<file path="src/rtl/des_cbc_block_framer.sv">
// Byte-stream framer wrapped around a combinational DES decryption core.
// Collects eight ciphertext bytes into a block, holds it on the core input
// for a settle period, captures the result, optionally undoes CBC chaining,
// and offers the plaintext block on a valid/ready output.
module des_cbc_block_framer #(
    parameter int SETTLE_CYCLES = 4,
    parameter bit CBC           = 1'b1
) (
    input  logic        clk,
    input  logic        rst_n,
    input  logic [63:0] iv,
    input  logic        iv_load,
    input  logic [7:0]  s_data,
    input  logic        s_valid,
    output logic        s_ready,
    output logic [63:0] core_in,
    input  logic [63:0] core_out,
    output logic [63:0] m_data,
    output logic        m_valid,
    input  logic        m_ready,
    output logic        busy,
    output logic [15:0] block_count
);

    typedef enum logic [1:0] {
        COLLECT = 2'd0,
        SETTLE  = 2'd1,
        OUTPUT  = 2'd2
    } state_e;

    // Settle counter counts down to zero, so it is loaded one short of the hold time.
    localparam logic [7:0] SETTLE_LOAD = 8'(SETTLE_CYCLES - 1);

    state_e      state_q;
    logic [2:0]  byteCnt_q;
    logic [7:0]  settleCnt_q;
    logic [63:0] coreIn_q;
    logic [63:0] chain_q;
    logic [63:0] mData_q;
    logic        mValid_q;
    logic [15:0] blockCount_q;
    logic [15:0] blockCount_d;

    logic        byteAccept;
    logic        outHandshake;
    logic        ivTake;
    logic [63:0] chainMask;

    assign s_ready      = (state_q == COLLECT);
    assign busy         = (state_q != COLLECT);
    assign byteAccept   = s_valid && s_ready;
    assign outHandshake = mValid_q && m_ready;

    // An IV may only replace the chain between blocks, never while a byte lands.
    assign ivTake       = iv_load && (state_q == COLLECT) && (byteCnt_q == 3'd0) && !byteAccept;

    // In ECB mode the chain register never contributes to the plaintext.
    assign chainMask    = CBC ? chain_q : 64'd0;

    assign blockCount_d = blockCount_q + {15'd0, outHandshake};

    assign core_in      = coreIn_q;
    assign m_data       = mData_q;
    assign m_valid      = mValid_q;
    assign block_count  = blockCount_q;

    // Main framer FSM: byte assembly, settle countdown, capture and output hold.
    always_ff @(posedge clk or negedge rst_n) begin
        if (!rst_n) begin
            state_q     <= COLLECT;
            byteCnt_q   <= 3'd0;
            settleCnt_q <= 8'd0;
            coreIn_q    <= 64'd0;
            chain_q     <= 64'd0;
            mData_q     <= 64'd0;
            mValid_q    <= 1'b0;
        end else begin
            case (state_q)
                COLLECT: begin
                    if (byteAccept) begin
                        coreIn_q <= {coreIn_q[55:0], s_data};
                        if (byteCnt_q == 3'd7) begin
                            byteCnt_q   <= 3'd0;
                            settleCnt_q <= SETTLE_LOAD;
                            state_q     <= SETTLE;
                        end else begin
                            byteCnt_q <= byteCnt_q + 3'd1;
                        end
                    end else if (ivTake && CBC) begin
                        chain_q <= iv;
                    end
                end
                SETTLE: begin
                    if (settleCnt_q == 8'd0) begin
                        mData_q  <= core_out ^ chainMask;
                        if (CBC) begin
                            chain_q <= coreIn_q;
                        end
                        mValid_q <= 1'b1;
                        state_q  <= OUTPUT;
                    end else begin
                        settleCnt_q <= settleCnt_q - 8'd1;
                    end
                end
                OUTPUT: begin
                    if (m_ready) begin
                        mValid_q <= 1'b0;
                        state_q  <= COLLECT;
                    end
                end
                default: begin
                    state_q <= COLLECT;
                end
            endcase
        end
    end

    // Completed-handshake counter; wraps naturally at 16 bits.
    always_ff @(posedge clk or negedge rst_n) begin
        if (!rst_n) begin
            blockCount_q <= 16'd0;
        end else begin
            blockCount_q <= blockCount_d;
        end
    end

endmodule

</file>
<file path="config.mk">
export PLATFORM = sky130hd
export DESIGN_NAME = des_cbc_block_framer
export DESIGN_NICKNAME = d
export VERILOG_FILES = /design/src/rtl/des_cbc_block_framer.sv
export SDC_FILE = /design/constraint.sdc
export NUM_CORES = 1
export LEC_CHECK = 0
export BUFFER_PORTS_ARGS = -buffer_cell sky130_fd_sc_hd__buf_2
export CORE_ASPECT_RATIO = 1.1
export CORE_UTILIZATION = 54
export CTS_BUF_LIST = sky130_fd_sc_hd__clkbuf_8
export DETAILED_ROUTE_END_ITERATION = 6
export PLACE_DENSITY = 0.84
export REMOVE_ABC_BUFFERS = 1
export SLEW_MARGIN = 15
export SYNTH_ARGS = -nofsm -noshare
export SYNTH_HDL_FRONTEND = slang
export SYNTH_SLANG_ARGS = --single-unit
</file>
<file path="constraint.sdc">
create_clock -name clk -period 2.6 [get_ports clk]
set_input_delay 0.52 -clock clk [delete_from_list [all_inputs] [get_ports clk]]
set_output_delay 0.52 -clock clk [all_outputs]
set_load 0.02 [all_outputs]
</file>
==> Word-level counts from Yosys, hierarchy flattened <==
Index checks and enable logic that the tools add are counted.
{ "totals": {"regBits": 222, "latchBits": 0, "mem_bits_rw": 0, "rom_bits": 0, "output_inout_bits": 147, "word_cells": 57, "n_memories": 0} }
{ "classes": {"add_sub_neg": 3, "n_mul": 0, "n_div": 0, "n_lt_le_gt_ge": 0, "eq_ne": 10, "shifts": 0, "mux": 17, "bitwise_logic": 1, "n_reduce_logical": 18} }
{ "op_table": {"columns": ["op", "n"], "rows": [
  ["$mux W64", 3],
  ["$pmux W64 S2", 1],
  ["$xor A64 B64 Y64", 1],
  ["$mux W8", 3],
  ["$add A16 B1 Y16", 1],
  ["$pmux W8 S2", 1],
  ["$reduce_and A4 Y1", 3],
  ["$logic_not A8 Y1", 1],
  ["$mux W2", 4],
  ["$ne A2 B2 Y1 const B", 4],
  ["$sub A8 B1 Y8 const B", 1],
  ["$ne A2 B1 Y1 const B", 3],
  ["$pmux W2 S3", 1],
  ["$reduce_bool A2 Y1", 3],
  ["$logic_and A1 B1 Y1", 5],
  ["$reduce_and A2 Y1", 2],
  ["$add A3 B1 Y3 const B", 1],
  ["$eq A3 B3 Y1 const B", 1],
  ["$logic_not A3 Y1", 1],
  ["$mux W3", 1],
  ["$reduce_and A3 Y1", 1],
  ["$eq A2 B1 Y1 const B", 1],
  ["$eq A2 B2 Y1 const B", 1],
  ["$logic_not A2 Y1", 1],
  ["3 further kinds", 4]
]} }

==> Depth between registers and ports, before layout <==
{ "depth": {"word_depth": 7, "ltp_mapped": 8} }

==> Worst setup path after synthesis <==
OpenSTA, ideal clock, no wires.
{ "synth_path": {"path_kind": "reg-to-reg", "startpoint": "register settleCnt_q[0]", "endpoint": "register chain_q[13], in the netlist chainMask[13]", "arrival_ns": 1.925, "required_time_ns": 2.475, "slack_ns": 0.551, "path_stages_with_launch": 8, "n_path_buf": 1, "synth_period_minus_slack_ns": 2.049, "cell_sequence": "dfrtp_1 inv_1 ha_1 nor3b_1 nand3_1 a21oi_4 buf_4 mux2_2"} }
{ "synth_via": {"elab_chain_cells": 3} }
{ "synth_lines": {"columns": ["item", "line_no", "rtl"], "rows": [
  ["start, declared", "36", "logic [7:0] settleCnt_q;"],
  ["start signal, assigned", "102", "settleCnt_q <= settleCnt_q - 8'd1;"],
  ["$logic_not A8 Y1", "94", "if (settleCnt_q == 8'd0) begin"],
  ["$ne A2 B2 Y1 (no line)", null, null],
  ["$reduce_and A4 Y1 (no line)", null, null],
  ["end signal, assigned", "90", "chain_q <= iv;"],
  ["end signal, assigned", "97", "chain_q <= coreIn_q;"],
  ["end, declared", "38", "logic [63:0] chain_q;"]
]} }
No other way between the ends.
A chain may end at the register's enable or synchronous reset.

==> Worst setup path in the final report <==
{ "layout_path": {"startpoint": "register settleCnt_q[5]", "endpoint": "register chain_q[63], in the netlist chainMask[63]"} }
The elaborated chain is that of the path after synthesis.

==> results.json <==
{
  "final_net_count": 1202,
  "slew_headroom_pct": 57.1,
  "vias_per_cell": 5.18,
  "synth.most_common_cell": "dfrtp_1",
  "grt_pass1_vias": 7011,
  "fin_ws_ns": 0.454,
  "worstReg2RegStart": "settleCnt_q[5]$_DFFE_PN0P_",
  "cts_tree": "built",
  "finalSetupTns_ns": 0,
  "avgSynthCellArea_um2": 13.0,
  "ys_types": 36,
  "crit_required_ns": 2.99,
  "cts_sinks": 222,
  "io_pins": 288,
  "route.antenna.remaining_nets": 0,
  "period_share_pct": 82.5,
  "place_hpwl_um": 15600,
  "cp_max_fo": 22,
  "rr_worst_depth": 5,
  "grt_max_degree": 80,
  "drt-total-wl_um": 21900,
  "switching_share_pct": 36.7,
  "startpoint": "settleCnt_q[5]$_DFFE_PN0P_",
  "skew_ns": 0.0136,
  "crit_arrival_ns": 2.54,
  "clkTransAtPathRegs_ns": 0.06,
  "yosys-top-cells-area": "dfrtp_1, mux2_2, xnor2_1, o21ai_0, nand2_1",
  "multi_input_area_um2": 3960,
  "power.switching_mw": 5.38,
  "ys_ff_latch": 222,
  "async_reset_ff_share_pct": 100,
  "rows": 51,
  "area_growth_pct": 25.2,
  "p_per_area_nw_per_um2": 1210,
  "dp_slack_ns": 0.452,
  "grt_use_total_pct": 24.0,
  "gp_congestion": 0.778,
  "synth_cells": 747,
  "insertion_delay_ns": 0.51,
  "die_x_um": 130,
  "grt_overflow": 0,
  "finalHoldViolations": 5,
  "report.final.slew_viol_count": 0,
  "min_path_type": "in -> async",
  "synth_top_area_share_pct": 57.2,
  "seq_area_um2": 5560,
  "wire_per_inst_um": 16.7,
  "chipHeight_um": 143,
  "numCtsBuffers": 37,
  "h-tree-depth": 2,
  "intPower_mw": 9.28,
  "fmax_mhz": 466,
  "synth_top_cell_by_area": "dfrtp_1",
  "status": "complete, but fails checks",
  "pwr-share-seq_pct": 42.3,
  "routed-via-count": 6792,
  "yosysSeqAreaShare_pct": 57.2,
  "ir_drop_mv": 0.748,
  "dr.pass1.iters": 4,
  "drtIter0Drc": 189,
  "max_cap_viol_count": 0,
  "rsz0062_at_grt": "no",
  "worstMarginPinSlew_ns": 0.643,
  "cts_hold_buf": 0,
  "cts_resized": 0,
  "synthTopCellsByCount": "dfrtp_1, mux2_2, nand2_1, xnor2_1, o21ai_0",
  "power_mw": 14.7,
  "whs_ns": -0.0159,
  "critPathKind": "reg -> reg",
  "n_fill_cell": 1312,
  "synthFlopType": "dfrtp_1",
  "failed_checks": "negative hold slack",
  "port_buffers": 287,
  "start_util_pct": 54.9,
  "synth_edf_count": 0,
  "p_leak_nw": 5.67,
  "start_kind": "flop",
  "drc": 0,
  "die_area_um2": 18500,
  "coreArea_um2": 17700,
  "reg2reg_to": "chainMask[63]$_DFFE_PN0P_",
  "drive_above_1_share_pct": 51.1,
  "fin_crit_ns": 2.15,
  "synth_area_um2": 9710,
  "yosysWarnings": 0,
  "cts_setup_buffers": 0,
  "power.share.clock_pct": 19.2,
  "setup_viol": 0,
  "antenna_found_initial": 2,
  "clk_path_buf_depth": 3,
  "p_comb_share_pct": 38.5,
  "reg2reg_slack_ns": 0.45,
  "worstSetupEndpointType": "flop",
  "clockRootBuffer": "clkbuf_8",
  "grt_pass1_wl_um": 34700
}
-- worst max path at each step --
| stage | to | slack, ns | depth (start not counted) |
|---|---|---|---|
| 2_1_floorplan | settleCnt_q[7]$_DFFE_PN0P_ | -4.99 | 4 |
| 3_3_place_gp | chainMask[2]$_DFFE_PN0P_ | 0.53 | 5 |
| 3_5_place_dp | chainMask[63]$_DFFE_PN0P_ | 0.45 | 5 |
| 4_1_cts | chainMask[63]$_DFFE_PN0P_ | 0.46 | 5 |
| 5_1_grt | m_data[26]$_DFFE_PN0P_ | 0.26 | 8 |
| 6_report | chainMask[63]$_DFFE_PN0P_ | 0.45 | 5 |
-- metrics by stage --
| step | hold WS [ns] | std cells | instance area (um^2) | utilization (%) |
|---|---|---|---|---|
| 6_report | -0.0159 | 1311 | 12200 | 68.8 |
| 3_3_place_gp | 0.456 | 1253 | 11500 | 65.0 |
| 2_1_floorplan | 0.224 | 711 | 9530 | - |
| 4_1_cts | 0.0122 | 1309 | 12200 | 68.7 |
| 5_1_grt | 0.0200 | 1310 | 12200 | 68.8 |
| 3_5_place_dp | 0.465 | 1253 | 11500 | 65.0 |
-- placed cells by master, fill, tap and decap left out, types with 2 or more instances in the layout --
| cell type | instances |
|---|---|
| buf_2 | 286 |
| dfrtp_1 | 221 |
| mux2_2 | 189 |
| nand2_1 | 77 |
| xnor2_1 | 74 |
| o21ai_0 | 71 |
| clkbuf_8 | 44 |
| inv_1 | 16 |
| buf_4 | 11 |
| nand3_1 | 9 |
| nor2_1 | 8 |
| ha_1 | 7 |
| xor2_1 | 6 |
| buf_12 | 6 |
| nor3_1 | 5 |
| mux2_1 | 4 |
| nand4_1 | 3 |
| nand3b_1 | 3 |
| mux2i_1 | 3 |
| diode_2 | 2 |
| and2_1 | 2 |
| nor3b_1 | 2 |
| a21oi_1 | 2 |
| nand2b_1 | 2 |
| clkinv_2 | 2 |
-- power by group through the flow --
stage / combinational [mW] / sequential, mW / clock, mW
floorplan: 2.99 / 7.01 / 0
global placement: 5.48 / 6.18 / 0
detailed placement: 5.68 / 6.25 / 0
CTS: 5.71 / 6.21 / 2.89
global route: 6.14 / 6.42 / 3.03
finish: 5.65 / 6.21 / 2.81
-- layer usage --
layer / vias up / wire length, um / global-route usage [%]
li1: 3195 / - / -
met1: 3315 / 8630 / 27.4
met2: 218 / 11200 / 42.2
met3: 62 / 1270 / 5.84
met4: 2 / 822 / 11.1
met5: - / 10 / 0
-- cell type report --
class / count / share of cell area (%)
antenna: 2 / 0.0412
clock buffer: 44 / 4.98
clock inverter: 12 / 0.422
inverter: 7 / 0.216
multi-input combinational: 482 / 32.6
sequential: 222 / 45.7
tap: 238 / 2.45
timing repair buffer: 304 / 13.6
-- worst max-delay path: stages (launching register included) --
cell	delay (ns)
dfrtp_1	0.41
nor4_2	0.49
nand3_1	0.20
a21oi_4	0.20
buf_4	0.34
mux2_2	0.39
-- kinds of logic after synthesis --
kind of cell	count (synthesis)	synth area share, %
and+or+nand+nor	122	5.68
xor gates and xnor gates	80	7.22
DFF	222	57.2
AOI/OAI and AO/OA	77	4.14
muxes	196	22.7
adders and majority gates	7	0.902
buffers and inverters	43	2.13
-- flip-flops by register name (all words and copies together), names as in the netlist --
name and cells:
block_count 16, m_valid 1, state_q 2, core_in 64, settleCnt_q 8, m_data 64
byteCnt_q 3, chainMask 64
(Power assumes the default switching activity.)
